[src/rtl/seven_seg_pkg.sv]
// Shared seven-segment constants: active-low segment encodings (bit6 = a ... bit0 = g)
// and the hex decode helper used by the scan driver's decoder.
package seven_seg_pkg;

  localparam logic [6:0] SEG_OFF = 7'b1111111;

  localparam logic [6:0] SEG_TABLE [16] = '{
    7'b0000001, 7'b1001111, 7'b0010010, 7'b0000110,
    7'b1001100, 7'b0100100, 7'b0100000, 7'b0001111,
    7'b0000000, 7'b0000100, 7'b0001000, 7'b1100000,
    7'b0110001, 7'b1000010, 7'b0110000, 7'b0111000
  };

  function automatic logic [6:0] hex_to_seg(input logic [3:0] hex);
    return SEG_TABLE[hex];
  endfunction

endpackage

[src/rtl/hex_to_seg7.sv]
// Combinational hex nibble to active-low seven-segment decoder.
module hex_to_seg7
  import seven_seg_pkg::*;
(
  input  logic [3:0] hex,
  output logic [6:0] seg
);

  assign seg = hex_to_seg(hex);

endmodule

[src/rtl/seven_seg_scan_driver.sv]
// Multiplexed seven-segment scan driver: double-buffered digit image, leading-zero
// suppression, per-slot anode blanking and registered active-low outputs.
module seven_seg_scan_driver
  import seven_seg_pkg::*;
#(
  parameter int N_DIGITS     = 8,
  parameter int REFRESH_DIV  = 100000,
  parameter int BLANK_CYCLES = 1000
) (
  input  logic                  clk,
  input  logic                  reset,
  input  logic [4*N_DIGITS-1:0] digits_in,
  input  logic [N_DIGITS-1:0]   dp_in,
  input  logic [N_DIGITS-1:0]   blank_in,
  input  logic                  lz_suppress,
  input  logic                  load,
  output logic [6:0]            segments,
  output logic                  dp_out,
  output logic [N_DIGITS-1:0]   anodes,
  output logic                  frame_start
);

  localparam int CW = $clog2(REFRESH_DIV);
  localparam int IW = $clog2(N_DIGITS);
  localparam logic [CW-1:0]       CNT_LAST  = CW'(REFRESH_DIV - 1);
  localparam logic [CW-1:0]       BLANK_END = CW'(BLANK_CYCLES);
  localparam logic [IW-1:0]       IDX_LAST  = IW'(N_DIGITS - 1);
  localparam logic [N_DIGITS-1:0] ANODE_ONE = N_DIGITS'(1);

  logic [CW-1:0] cnt;
  logic [IW-1:0] idx;
  logic          tick;
  logic          frame_end;
  logic          pending;

  logic [4*N_DIGITS-1:0] stage_digits, disp_digits;
  logic [N_DIGITS-1:0]   stage_dp, disp_dp;
  logic [N_DIGITS-1:0]   stage_blank, disp_blank;
  logic                  stage_lz, disp_lz;

  logic [N_DIGITS-1:0] suppress;
  logic                zero_above;
  logic [3:0]          cur_hex;
  logic [6:0]          seg_raw;
  logic                dark;

  assign tick      = (cnt == CNT_LAST);
  assign frame_end = tick && (idx == IDX_LAST);

  always_ff @(posedge clk) begin
    if (reset) begin
      cnt          <= '0;
      idx          <= '0;
      pending      <= 1'b0;
      stage_digits <= '0;
      stage_dp     <= '0;
      stage_blank  <= '0;
      stage_lz     <= 1'b0;
      disp_digits  <= '0;
      disp_dp      <= '0;
      disp_blank   <= '0;
      disp_lz      <= 1'b0;
    end else begin
      cnt <= tick ? '0 : cnt + 1'b1;
      if (tick) begin
        idx <= (idx == IDX_LAST) ? '0 : idx + 1'b1;
      end

      if (load) begin
        stage_digits <= digits_in;
        stage_dp     <= dp_in;
        stage_blank  <= blank_in;
        stage_lz     <= lz_suppress;
      end

      // A load landing on frame_end bypasses staging so it shows in the very next slot.
      if (frame_end && load) begin
        disp_digits <= digits_in;
        disp_dp     <= dp_in;
        disp_blank  <= blank_in;
        disp_lz     <= lz_suppress;
        pending     <= 1'b0;
      end else if (frame_end && pending) begin
        disp_digits <= stage_digits;
        disp_dp     <= stage_dp;
        disp_blank  <= stage_blank;
        disp_lz     <= stage_lz;
        pending     <= 1'b0;
      end else if (load) begin
        pending <= 1'b1;
      end
    end
  end

  // Scan from the most significant digit down; digit 0 is never suppressed.
  always_comb begin
    zero_above = 1'b1;
    suppress   = '0;
    for (int unsigned k = N_DIGITS - 1; k >= 1; k--) begin
      if (disp_digits[4*k +: 4] != 4'h0) begin
        zero_above = 1'b0;
      end
      suppress[k] = disp_lz & zero_above;
    end
  end

  assign cur_hex = disp_digits[{idx, 2'b00} +: 4];
  assign dark    = disp_blank[idx] | suppress[idx];

  hex_to_seg7 u_hex_to_seg7 (
    .hex (cur_hex),
    .seg (seg_raw)
  );

  always_ff @(posedge clk) begin
    if (reset) begin
      segments    <= SEG_OFF;
      dp_out      <= 1'b1;
      anodes      <= '1;
      frame_start <= 1'b0;
    end else begin
      frame_start <= (cnt == '0) && (idx == '0);
      anodes      <= (cnt < BLANK_END) ? '1 : ~(ANODE_ONE << idx);
      segments    <= dark ? SEG_OFF : seg_raw;
      dp_out      <= dark ? 1'b1 : ~disp_dp[idx];
    end
  end

endmodule

[config.mk]
export PLATFORM = sky130hd
export DESIGN_NAME = seven_seg_scan_driver
export DESIGN_NICKNAME = d
export VERILOG_FILES = /design/src/rtl/seven_seg_pkg.sv /design/src/rtl/hex_to_seg7.sv /design/src/rtl/seven_seg_scan_driver.sv
export SDC_FILE = /design/constraint.sdc
export NUM_CORES = 1
export LEC_CHECK = 0
export BUFFER_PORTS_ARGS = -buffer_cell sky130_fd_sc_hd__buf_2
export CORE_ASPECT_RATIO = 1.75
export CORE_MARGIN = 3
export CORE_UTILIZATION = 60
export DETAILED_ROUTE_END_ITERATION = 7
export PLACE_DENSITY = 0.88
export SKIP_LAST_GASP = 1
export SLEW_MARGIN = 30
export SYNTH_ARGS = -nofsm -noshare
export SYNTH_HDL_FRONTEND = slang
export SYNTH_SLANG_ARGS = --single-unit
export TNS_END_PERCENT = 30
[constraint.sdc]
create_clock -name clk -period 4.7 [get_ports clk]
set_input_delay 0.94 -clock clk [delete_from_list [all_inputs] [get_ports clk]]
set_output_delay 0.94 -clock clk [all_outputs]
set_load 0.05 [all_outputs]
# After elaboration in Yosys (flattened, before gate mapping)
# Memory sizes are Yosys's and may differ from the RTL's. A register that Yosys moved wholly into a read port is not among the register bits.
# Cells that the tools add are included.
totals:
  ff_bits: 129
  rom_bits: 112
  inputBits: 52
  out_inout_bits: 17
  wordCells: 74
  mem_count: 1
classes:
  addsub: 2
  n_lt_le_gt_ge: 2
  eq_ne: 2
  shift: 2
  n_mux: 22
  bitwise_logic: 11
  reduce_logical: 18
memory_table:
  columns: ["name", "words", "word_bits", "rd", "rd_clocked_by_memory_dff", "wr", "line", "rtl"]
  rows:
  - ["(name not given)", 16, 7, 1, 1, 0, "seven_seg_pkg.sv:15", "return SEG_TABLE[hex];"]
op_table:
  columns: ["cell", "n"]
  rows:
  - ["$mux 32", 2]
  - ["$mux 8", 4]
  - ["$shiftx 32x6->4", 1]
  - ["$reduce_bool 4->1", 7]
  - ["$add 17x1->17 const B", 1]
  - ["$eq 17x17->1 const B", 1]
  - ["$logic_not 17->1", 1]
  - ["$lt 17x10->1 const B", 1]
  - ["$mux 1", 12]
  - ["$bmux 1 s3", 3]
  - ["$not 8->8", 1]
  - ["$shl 1x3->8 const A", 1]
  - ["$and 1x1->1", 7]
  - ["$reduce_or 2->1", 3]
  - ["$not 4->5", 1]
  - ["$logic_and 1x1->1", 4]
  - ["$lt 3x4->1 const B", 1]
  - ["$add 3x1->3 const B", 1]
  - ["$eq 3x3->1 const B", 1]
  - ["$logic_not 3->1", 1]
  - ["$mux 3", 1]
  - ["$reduce_or 3->1", 1]
  - ["$reduce_bool 2->1", 1]
  - ["$not 1->1", 1]
  - ["$or 1x1->1", 1]

# Logic depth before layout (Yosys ltp)
logic_depth:
  depth_word: 13
  ltp_mapped: 10
  mapped_depth_nobuf: 8

# Modules after synthesis
# Synthesis repeated with hierarchy kept, for this count alone.
unflattened:
  hier_cells: 549
  area_unflattened_um2: 5825.6
by_module_without_submodules:
  columns: ["mod", "n_inst", "cells_each", "area_each_um2", "seq_area_each_um2"]
  rows:
  - ["seven_seg_scan_driver", 1, 518, 5562.8, 2722.6]
  - ["hex_to_seg7", 1, 31, 262.8, 0.0]

# Worst setup path before layout
# Ideal clock, no wire load.
synth_timing:
  path_kind: "flip-flop to flip-flop"
  from: "reg idx[1]"
  to: "reg segments[3]"
  setup_time_ns: 0.147
  t_arrival_ns: 2.325
  required_ns: 4.553
  slack_ns: 2.227
  path_stages_with_launch: 10
  path_buffers: 2
  synth_period_minus_slack_ns: 2.473
  cell_sequence: "dfxtp_1 > buf_2 > buf_1 > mux4_2 > mux2i_1 > inv_1 > ha_1 > mux2_2 > nor2_1 > o21ai_0"
synth_between:
  elab_chain_len: 4
  word_cells_on_any_way: 8
  classes_between: "shift: 1; mux: 4; bitwise: 2; reduce/logical: 1"
synth_rtl:
  columns: ["item", "line", "rtl"]
  rows:
  - ["from (decl)", "seven_seg_scan_driver.sv:31", "logic [IW-1:0] idx;"]
  - ["from (signal assigned)", "seven_seg_scan_driver.sv:66", "idx <= (idx == IDX_LAST) ? '0 : idx + 1'b1;"]
  - ["$bmux 1 s3", "seven_seg_scan_driver.sv:108", "assign dark = disp_blank[idx] | suppress[idx];"]
  - ["$mux 1 (not written as such)", "seven_seg_scan_driver.sv:108", null]
  - ["$or 1x1->1", "seven_seg_scan_driver.sv:108", null]
  - ["$reduce_or 2->1 (no line)", null, null]
  - ["to (decl)", "seven_seg_scan_driver.sv:17", "output logic [6:0] segments,"]
# Parallel ways exist; a longest one is shown, timed or not. The select of a mux whose other input is x is not followed.
# A chain may end at the register's enable or synchronous reset.

# Worst setup path after layout
layout_timing:
  from: "reg idx[1]"
  to: "reg segments[2]"
# Same word-level chain as after synthesis.

==> flow_summary.toml <==
[synth]
synth-edff-count = 0
synth.yosys.seq_area_share = 0.447
synthAdderAreaFrac = 0.0287
avgSynthCellArea_um2 = 9.30
async_reset_ff_frac = 0
synth_ff_type = "dfxtp_1"
syn-num-nets = 721
synth_cell_types = 45
synth-compound-area-share = 0.130
yosys.area_share.simple = 0.196
muxShareOfSynthArea = 0.137
synth_cells = 655
yosys_warnings = 0
syn_area_um2 = 6090
synth_xor_area_frac = 0.0187
synth_top_family_by_area = "simple AND/OR/NAND/NOR gates"
ys_ff_latch = 136

[worst_setup_path]
worstSetupEndpointType = "flop"
criticalPathCategory = "flop to flop"
required_ns = 4.96
cp_max_fo = 18
r2r_end = "segments[2]"
rr_worst_depth = 8
arrival_ns = 3.36
r2r_start = "idx[1]"
cp-start-kind = "flop"
rrSetupSlack_ns = 1.60

[layout]
drive_above_1_share = 0.231
layout_common_cells = "nor2_1, dfxtp_1, nand2_1"
syn_to_final_growth_pct = 16.3
multi_input_area_um2 = 3120
register_area_um2 = 2720
final_common_cell = "nor2_1"
num_antenna_cells = 0
fillers = 657
fin_nets = 775

[drt]
ant_nets = 0
met2WireLength_um = 7750
wl_met3_um = 795
met1_length_um = 5570
top_layer_used = "met4"
via_per_inst = 6.00
drtIter0Drc = 337
vias = 5079
drt-total-wl_um = 14900
drc = 0
wl_per_cell_um = 17.5
firstDrtPassIters = 5

[grt]
antenna_found_initial = 0
gr-usage-all-layers = 0.275
grt_pass1_vias = 5227
gr-total-overflow = 0
grt_pass1_wl_um = 24300
grt_max_degree = 60

[clocking]
cts-buffers-inserted = 17
post_cts_buffers = 0
h-tree-depth = 4
cts_tree = "built"
clock_path_buffers = 2
cts.clk_slew.worst_paths_ns = 0.06
clk_latency_ns = 0.42
cts.sinks = 136
hold_buffers = 0
cts.repair.resized = 0
root_buffer = "clkbuf_16"

[timing]
drv_slew = 0
timing.final.crit_period_ns = 3.10
fin_setup_tns_ns = 0
finalSetupViolCount = 0
fin_crit_sh = 0.659
timing.hold.ws_ns = 0.465
fmax_mhz = 323
fin_skew_ns = 0.00790
rsz0062_at_grt = "false"
max_slew_margin = 0.411
tightest_slew_ns = 0.860
hold_viol = 0

[floorplan]
pin_count = 69
rows = 48
start_util = 0.615
dieWidth_um = 82.2
chipHeight_um = 139
die_area_um2 = 11500
core_area_um2 = 9910

[placement]
post-dp-hpwl_um = 9240
portBuffers = 68
finalWeightedCongestion = 0.858

[worst_hold_path]
hold_start = "disp_dp[3]"
min_path_type = "flop to flop"
holdPathEnd = "disp_dp[3]"
holdPathStages = 2

[pwr]
power_density_nw_per_um2 = 399
vdd_drop_max_v = 0.000316
leakage_nw = 2.90
p_total_mw = 2.83

[run]
max_cap_violations = 0

[status]
status = "complete, no violations"
sequential cells by signal, summed over array words and instances, names as in the netlist:
register      cells
segments          7
dp_out            1
cnt              17
disp_lz           1
stage_digits     32
pending           1
disp_digits      32
idx               3
anodes            8
disp_dp           8
disp_blank        8
stage_dp          8
stage_blank       8
frame_start       1
stage_lz          1
worst max-delay path, cell delays in order (launching register included):
cell and delay [ns]:
dfxtp_1 0.89, mux4_2 0.59, mux2i_1 0.53, inv_1 0.16, ha_1 0.28, inv_1 0.07
nor2_1 0.06, o21ai_0 0.23, o211ai_1 0.11
synth_stat cells (5+ instances only):
master / number / area share
mux2i_1: 55 / 0.090
buf_2: 15 / 0.012
clkbuf_1: 12 / 0.0074
dfxtp_1: 136 / 0.45
o31ai_2: 40 / 0.082
o31ai_1: 6 / 0.0074
nor3_1: 6 / 0.0049
buf_6: 5 / 0.0092
inv_1: 13 / 0.0080
nor4_1: 10 / 0.010
ha_1: 14 / 0.029
buf_1: 7 / 0.0043
nand2_1: 70 / 0.043
nand3_1: 19 / 0.016
o21ai_0: 11 / 0.0090
mux4_2: 12 / 0.044
xor2_1: 9 / 0.013
a21oi_1: 9 / 0.0074
nor2_1: 163 / 0.10
layer usage:
metal | vias to the layer above | global-route usage
met5 | - | 0
met3 | 59 | 0.0563
met4 | 0 | 0.182
li1 | 2372 | -
met1 | 2428 | 0.299
met2 | 220 | 0.462
layout make-up:
cell class / count / area share
clock buffers: 19 / 0.0625
repair buffers: 74 / 0.0544
multi-input cells: 465 / 0.440
well taps: 125 / 0.0221
clock inverters: 13 / 0.0284
flip-flops and latches: 136 / 0.384
inverters: 15 / 0.00794
where the power goes:
| part | leakage [nW] | switching (mW) | internal, mW |
|---|---|---|---|
| logic | 1.49 | 0.109 | 0.0620 |
| registers | 1.11 | 0.0182 | 1.18 |
| clock network | 0.309 | 0.503 | 0.951 |
through the flow:
step	std cells	setup slack, ns	utilization	area (um2)
global route	847	1.47	0.715	7090
floorplan	655	2.23	-	6090
finish	847	1.60	0.715	7090
detailed placement	815	1.59	0.650	6440
global placement	815	1.79	0.649	6430
CTS	847	1.54	0.715	7080
how the worst max path moves through the flow:
stage / to / cells after the start / startpoint
finish: segments[2] / 8 / idx[1]
global route: segments[3] / 7 / idx[1]
floorplan: segments[3] / 9 / idx[1]
detailed placement: segments[3] / 7 / idx[0]
CTS: segments[1] / 8 / idx[0]
global placement: segments[3] / 7 / idx[0]
cell families after synthesis:
family | after synthesis
simple gates | 285
flops | 136
compound gates | 85
mux | 68
buf+inv | 54
fa+ha+maj | 14
xor+xnor | 13
Note: power is estimated with default switching activity, not from simulation.
